File: src/rtl/change_dispenser.sv
// Coin-hopper driver: pays out owed change greedily (quarter, dime, nickel),
// one eject/acknowledge handshake per coin, with jam and empty-hopper faults.
module change_dispenser #(
  parameter int ACK_TIMEOUT = 50,
  parameter int TW          = 8
) (
  input  logic       CLK,
  input  logic       rst,
  input  logic       change_req,
  input  logic [4:0] change_amt,
  input  logic       qu_empty,
  input  logic       di_empty,
  input  logic       ni_empty,
  input  logic       coin_ack,
  output logic       eject_qu,
  output logic       eject_di,
  output logic       eject_ni,
  output logic       busy,
  output logic       done,
  output logic       fault,
  output logic [4:0] remaining
);

  typedef enum logic [2:0] {
    IDLE,
    SELECT,
    EJECT,
    WAIT_ACK,
    DONE,
    FAULT
  } state_t;

  state_t        state;
  logic [TW-1:0] timer;
  logic [2:0]    coin_val;

  // The eject pulse is registered on the SELECT->EJECT edge, so it is high
  // exactly while the FSM sits in EJECT; the chosen coin value is held for
  // the subtraction regardless of later hopper-status changes.
  always_ff @(posedge CLK) begin
    if (rst) begin
      state     <= IDLE;
      timer     <= '0;
      coin_val  <= '0;
      eject_qu  <= 1'b0;
      eject_di  <= 1'b0;
      eject_ni  <= 1'b0;
      busy      <= 1'b0;
      done      <= 1'b0;
      fault     <= 1'b0;
      remaining <= '0;
    end else begin
      eject_qu <= 1'b0;
      eject_di <= 1'b0;
      eject_ni <= 1'b0;
      done     <= 1'b0;
      case (state)
        IDLE: begin
          if (change_req) begin
            remaining <= change_amt;
            busy      <= 1'b1;
            state     <= SELECT;
          end
        end
        SELECT: begin
          if (remaining == 5'd0) begin
            done  <= 1'b1;
            state <= DONE;
          end else if (remaining >= 5'd5 && !qu_empty) begin
            coin_val <= 3'd5;
            eject_qu <= 1'b1;
            state    <= EJECT;
          end else if (remaining >= 5'd2 && !di_empty) begin
            coin_val <= 3'd2;
            eject_di <= 1'b1;
            state    <= EJECT;
          end else if (!ni_empty) begin
            coin_val <= 3'd1;
            eject_ni <= 1'b1;
            state    <= EJECT;
          end else begin
            fault <= 1'b1;
            busy  <= 1'b0;
            state <= FAULT;
          end
        end
        EJECT: begin
          timer <= '0;
          state <= WAIT_ACK;
        end
        // An ack on the expiry cycle still counts as a delivered coin.
        WAIT_ACK: begin
          if (coin_ack) begin
            remaining <= remaining - {2'b00, coin_val};
            state     <= SELECT;
          end else if (timer == TW'(ACK_TIMEOUT - 1)) begin
            fault <= 1'b1;
            busy  <= 1'b0;
            state <= FAULT;
          end else begin
            timer <= timer + 1'b1;
          end
        end
        DONE: begin
          busy  <= 1'b0;
          state <= IDLE;
        end
        FAULT: begin
          state <= FAULT;
        end
        default: begin
          state <= IDLE;
        end
      endcase
    end
  end

endmodule

File: config.mk
export PLATFORM = sky130hd
export DESIGN_NAME = change_dispenser
export DESIGN_NICKNAME = d
export VERILOG_FILES = /design/src/rtl/change_dispenser.sv
export SDC_FILE = /design/constraint.sdc
export NUM_CORES = 1
export LEC_CHECK = 0
export BUFFER_PORTS_ARGS = -buffer_cell sky130_fd_sc_hd__buf_4
export CAP_MARGIN = 5
export CORE_MARGIN = 2
export CORE_UTILIZATION = 54
export CTS_BUF_LIST = sky130_fd_sc_hd__clkbuf_4 sky130_fd_sc_hd__clkbuf_8 sky130_fd_sc_hd__clkbuf_16
export CTS_CLUSTER_DIAMETER = 60
export DETAILED_ROUTE_END_ITERATION = 7
export PLACE_DENSITY_LB_ADDON = 0.12
export SYNTH_ARGS = -nofsm -noshare
export SYNTH_HDL_FRONTEND = slang
export SYNTH_SLANG_ARGS = --single-unit
File: constraint.sdc
create_clock -name CLK -period 2.3 [get_ports CLK]
set_clock_uncertainty 0.1 [all_clocks]
set_input_delay 0.23 -clock CLK [delete_from_list [all_inputs] [get_ports CLK]]
set_output_delay 0.23 -clock CLK [all_outputs]
set_load 0.01 [all_outputs]
==> run_results.csv, run 1 <==
group,metric,value,unit
power,power.total,1.55,mW
cells_and_area,area_growth,17.1,%
clocking,cts.clk_slew.worst_paths,140,ps
power,seq_power_share,40.5,%
drt,first_iter_violations,19,
cells_and_area,finalNonFillerCells,213,
power,intPower,936,uW
timing,hold_violations,0,
floorplan,pin_count,23,
timing,rsz0062_at_grt,"no",
floorplan,core,0.00241,mm2
floorplan,initial_core_util,55.7,%
grt,grt_pass1_wl,4.49,mm
cells_and_area,final_cell_mix,"dfxtp_1 (25), buf_4 (23), nor2_1 (21), a21oi_1 (13), inv_1 (10)",
power,p_per_area,984,mW/mm2
drt,drc,0,
flow_run,max_cap_violations,0,
place,io_buffers,22,
cells_and_area,antennaDiodeCount,0,
grt,grt-ovfl-total,0,
power,p_leak,0.639,nW
yosys,yosysWarnings,0,
power,switchingPower,609,uW
drt,post_drt_via_cell_ratio,5.65,
grt,grt_pass1_vias,1103,
hold_path,holdCritPathClass,"primary input to flop",
yosys,synth_area_per_cell,8.38,um2
yosys,ys_seq_area_share,37.3,%
timing,post-route-min-period,1980,ps
floorplan,rows,18,
cells_and_area,nFillCells,218,
clocking,cts_buffers,3,
timing,fmax,505,MHz
cells_and_area,fin_util,65.2,%
place,dp_hpwl,2.13,mm
yosys,syn-instance-count,160,
power,combPwrFrac,46.9,%
critical_path,arrival,2090,ps
yosys,yosys.cell_types.count,38,
critical_path,cp.required,2410,ps
timing,worstMarginPinSlew,614,ps
place,dp_cells,208,
cells_and_area,final_common_cell,"dfxtp_1",
drt,firstDrtPassIters,4,
critical_path,setup.worst_path.class,"flop to flop",
timing,finalCritPeriodShare,86.1,%
cells_and_area,drive_gt1_share,18.6,%
timing,setup_tns,0,ps
clocking,cts_sinks,25,
place,gp_routability_congestion,0.809,
yosys,async_flop_share,0,%
yosys,netlist_area,0.00134,mm2
clocking,htreeDepth,1,
clocking,clk_latency,310,ps
clocking,clk_path_buf_depth,2,
timing,drv_slew,0,
floorplan,die-area,0.00290,mm2
drt,vias,1204,
floorplan,die_w,53.8,um
yosys,syn-num-nets,178,
critical_path,critPathLaunchType,"flop",
power,ir_drop,0.617,mV
critical_path,endpoint_kind,"flop",
yosys,synth-seq-cells,25,
grt,grt_max_degree,23,
clocking,cts_root_buf,"clkbuf_4",
cells_and_area,num-nets-final,202,
drt,totalWireLength,2.79,mm
yosys,synth_ff_type,"dfxtp_1",
outcome,status,"finished clean",
power,power.share.switching,39.4,%
grt,antenna_found_initial,0,
drt,drt-wirelength-per-cell,13.1,um
yosys,synth_edf_count,0,
timing,slew_headroom,59.1,%
clocking,cts_tree,"yes",
critical_path,crit_fanout,8,
floorplan,dieHeight,53.8,um
grt,gr-usage-all-layers,21.5,%
drt,ant_nets,0,
power,clkPwrFrac,12.6,%
timing,finalSetupViolations,0,
power by group through the flow:
| stage | Sequential [mW] | Clock, mW | Combinational (mW) |
|---|---|---|---|
| floorplan | 0.617 | 0 | 0.526 |
| global placement | 0.629 | 0 | 0.703 |
| detailed placement | 0.636 | 0 | 0.716 |
| CTS | 0.626 | 0.205 | 0.724 |
| global route | 0.644 | 0.218 | 0.808 |
| finish | 0.626 | 0.195 | 0.724 |
kinds of logic (layout without fill, tap and decap cells):
kind of cell	Yosys count	count (layout)	share of synthesized area [%]
AO/OA/AOI/OAI	42	42	19.9
XOR/XNOR	6	6	3.92
adder cells (fa/ha/maj)	6	6	6.16
multiplexers	3	3	2.61
flip-flops	25	25	37.3
AND/OR/NAND/NOR	63	63	25.9
buffers and inverters	15	38	4.20
routing by layer:
layer | global-route usage, % | vias to the layer above | part of all wire, %
li1 | - | 611 | -
met1 | 23.9 | 566 | 44
met2 | 40.2 | 22 | 50
met3 | 3.06 | 5 | 4.2
met4 | 8.55 | 0 | 1.6
met5 | 0 | - | 0
Yosys cell counts (all sizes together) (2+ instances only):
cell type,count,share of area [%]
a211oi,4,2.2
a21o,3,1.7
a21oi,13,4.9
a22oi,2,1.1
and2,3,1.6
and3,3,1.4
clkbuf,5,1.4
dfxtp,25,37
ha,5,4.7
inv,10,2.8
mux2i,2,1.5
nand2,7,2.0
nand2b,5,2.5
nand4,3,1.4
nor2,21,5.9
nor2b,6,2.8
nor3,5,1.9
nor3b,2,1.5
nor4b,4,2.6
o211ai,2,1.1
o21ai,9,3.4
o21bai,3,1.7
o22ai,2,0.93
xor2,6,3.9
critical path, stage by stage (launching register included):
cell,delay (ps)
dfxtp_1,480
inv_1,70
ha_1,230
fa_1,390
nor2b_1,170
nor3_1,80
nor3b_1,140
o21ai_0,150
a21oi_1,80
area by class of cell:
class	count	area, um2	share of cell area [%]
Clock buffer	3	22.5	1.43
Multi-Input combinational cell	120	785	50.0
Sequential cell	25	500	31.9
Inverter	10	37.5	2.39
Tap cell	30	37.5	2.39
Clock inverter	1	5.00	0.319
Timing Repair Buffer	24	183	11.6
metrics by stage:
stage	hold slack (ps)	area [um2]	worst slack (ps)
after global placement	346	1530	426
final	120	1570	320
after global routing	133	1570	160
after CTS	106	1570	324
after floorplan	207	1340	432
after detailed placement	349	1530	346
what timing repair did:
| item | CTS | global route |
|---|---|---|
| hold endpoints to repair | 1 | 0 |
| resized for setup | 0 | 0 |
| hold buffers | 1 | 0 |
| buffers inserted | 0 | 0 |
flip-flops by register name (all words and copies together), names as in the netlist:
register,count
done,1
eject_qu,1
eject_ni,1
busy,1
coin_val,3
fault,1
remaining,5
state,3
timer,8
eject_di,1
final timing paths:
| check | start | endpoint | slack, ps | depth (start not counted) |
|---|---|---|---|---|
| worst max-delay path | remaining[0] | remaining[4] | 320 | 8 |
| worst min-delay path | change_req | state[0] | 120 | 3 |
| worst max register to register | remaining[0] | remaining[4] | 320 | 8 |
| worst min register to register | coin_val[0] | coin_val[0] | 370 | 2 |
Power figures use the tool's default switching activity.
==> run 2: changes to the inputs <==
ABC_AREA = 1   (was default)
CORE_UTILIZATION = 58   (was 54)
CTS_BUF_LIST = sky130_fd_sc_hd__clkbuf_4 sky130_fd_sc_hd__clkbuf_8   (was sky130_fd_sc_hd__clkbuf_4 sky130_fd_sc_hd__clkbuf_8 sky130_fd_sc_hd__clkbuf_16)
==> run_results.csv, run 2 <==
group,metric,value,unit
cells_and_area,finalInstanceArea,0.00172,mm2
cells_and_area,largest_reg_flops,8,
clocking,cts_buffers,3,
clocking,clk_latency,330,ps
drt,drt-wirelength-per-cell,12.4,um
place,gp_routability_congestion,0.902,
floorplan,initial_core_util,60.7,%
cells_and_area,final_common_cell,"nand2_1",
timing,worstMarginPinSlew,425,ps
yosys,async_flop_share,0,%
cells_and_area,drive_gt1_share,19.5,%
power,ir_drop,0.713,mV
grt,grt_pass1_wl,5.46,mm
floorplan,rows,18,
place,dp_hpwl,2.60,mm
timing,holdWs,76.0,ps
hold_path,holdCritPathClass,"primary input to flop",
power,power.total,1.84,mW
floorplan,core,0.00245,mm2
critical_path,critPathLaunchType,"flop",
drt,firstDrtPassIters,4,
critical_path,arrival,1900,ps
grt,grt_pass1_vias,1325,
yosys,synth_area_per_cell,6.90,um2
clocking,cts_tree,"yes",
yosys,synth_top_area_share,33.6,%
flow_run,max_cap_violations,0,
place,io_buffers,22,
outcome,status,"finished clean",
floorplan,die_w,54.7,um
place,dp_cells,266,
cells_and_area,fin_util,69.9,%
drt,ant_nets,0,
timing,slew_headroom,71.6,%
drt,first_iter_violations,26,
drt,post_drt_via_cell_ratio,5.42,
clocking,cts_sinks,25,
timing,rsz0062_at_grt,"no",
timing,finalCritPeriodShare,75.3,%
timing,hold_violations,0,
cells_and_area,nFillCells,234,
yosys,synth-seq-cells,25,
cells_and_area,finalNonFillerCells,271,
yosys,syn-instance-count,216,
place,dp_slack,618,ps
critical_path,endpoint_kind,"flop",
clocking,htreeDepth,1,
yosys,synth_most_common_cell,"nand2_1",
yosys,synth_area_leader_cell,"dfxtp_1",
critical_path,crit_fanout,3,
timing,drv_slew,0,
yosys,synthTopCellsByCount,"nand2_1 (54), inv_1 (26), dfxtp_1 (25)",
grt,grt_max_degree,15,
cells_and_area,regMostFlops,"timer",
yosys,ys_seq_area_share,33.6,%
drt,vias,1469,
floorplan,die-area,0.00299,mm2
cells_and_area,top_regs,"timer (8), remaining (5)",
timing,post-route-min-period,1730,ps
cells_and_area,area_growth,15.1,%
critical_path,cp.required,2470,ps
critical_path,setup.worst_path.class,"flop to flop",
clocking,cts_root_buf,"clkbuf_4",
timing,setup_ws,569,ps
yosys,ys_top_cells_by_area,"dfxtp_1 (34%), nand2_1 (14%), inv_1 (6.5%)",
drt,totalWireLength,3.36,mm
cells_and_area,antennaDiodeCount,0,
yosys,yosysWarnings,0,
yosys,syn-num-nets,234,
grt,grt-ovfl-total,0,
yosys,synth_ff_type,"dfxtp_1",
power,p_per_area,1080,mW/mm2
place,place_area,0.00168,mm2
yosys,yosys.cell_types.count,30,
yosys,synth_edf_count,0,
power,p_leak,0.815,nW
clocking,cts.clk_slew.worst_paths,140,ps
clocking,cts_setup_buffers,0,
clocking,ctsResizeCount,0,
clocking,clk_path_buf_depth,2,
timing,finalSetupViolations,0,
floorplan,dieHeight,54.7,um
cells_and_area,final_cell_mix,"nand2_1 (54), inv_1 (26), dfxtp_1 (25), buf_4 (22), nor2_1 (21)",
floorplan,pin_count,23,
yosys,netlist_area,0.00149,mm2
cells_and_area,num-nets-final,260,
grt,gr-usage-all-layers,25.2,%
grt,antenna_found_initial,0,
timing,setup_tns,0,ps
drt,drc,0,
timing,fmax,578,MHz
==> run 2: layout make-up <==
type / count / area (um2) / share of cell area [%]
timing repair buffer: 23 / 175 / 10.2
sequential: 25 / 500 / 29.2
clock buffer: 3 / 22.5 / 1.31
inverter: 29 / 109 / 6.35
multi-input combinational: 160 / 866 / 50.5
clock inverter: 1 / 5.00 / 0.292
tap: 30 / 37.5 / 2.19
==> run 2: where the power goes <==
group / switching [mW] / total (mW) / internal, mW / leakage (nW)
registers: 0.110 / 0.639 / 0.529 / 0.204
logic: 0.629 / 0.996 / 0.367 / 0.594
clock network: 0.145 / 0.210 / 0.0652 / 0.0177
==> run 2: final timing paths <==
kind | from | to | slack (ps) | cells past startpoint
min reg2reg | fault | fault | 360 | 2
max reg2reg | remaining[0] | remaining[4] | 570 | 10
max | remaining[0] | remaining[4] | 570 | 10
min | rst | remaining[4] | 80 | 2
==> run 2: worst max-delay path: stages, from the launching register on <==
cell	delay (ps)
dfxtp_1	370
inv_1	70
ha_1	230
fa_1	370
inv_1	70
nand2_1	60
nand2_1	70
a21oi_1	60
o21ai_0	90
nand2_1	90
a21oi_2	100
==> run 2: logic make-up after synthesis <==
kind of cell | Yosys count | synth area share, %
AOI/OAI and AO/OA | 38 | 14.5
xor gates and xnor gates | 3 | 1.76
adders and majority gates | 6 | 5.54
buffers and inverters | 31 | 8.31
DFF | 25 | 33.6
and+or+nand+nor | 113 | 36.3
==> run 2: per-layer routing <==
layer,track usage (%),share of wire (%)
met1,30.1,47
met2,46.0,47
met3,2.73,4.7
met4,8.33,1.6
met5,0,0
==> run 2: repair_timing <==
item / CTS / global route
hold buffers: 1 / 0
setup endpoints to repair: 0 / 0
endpoints found under the hold margin: 1 / 0
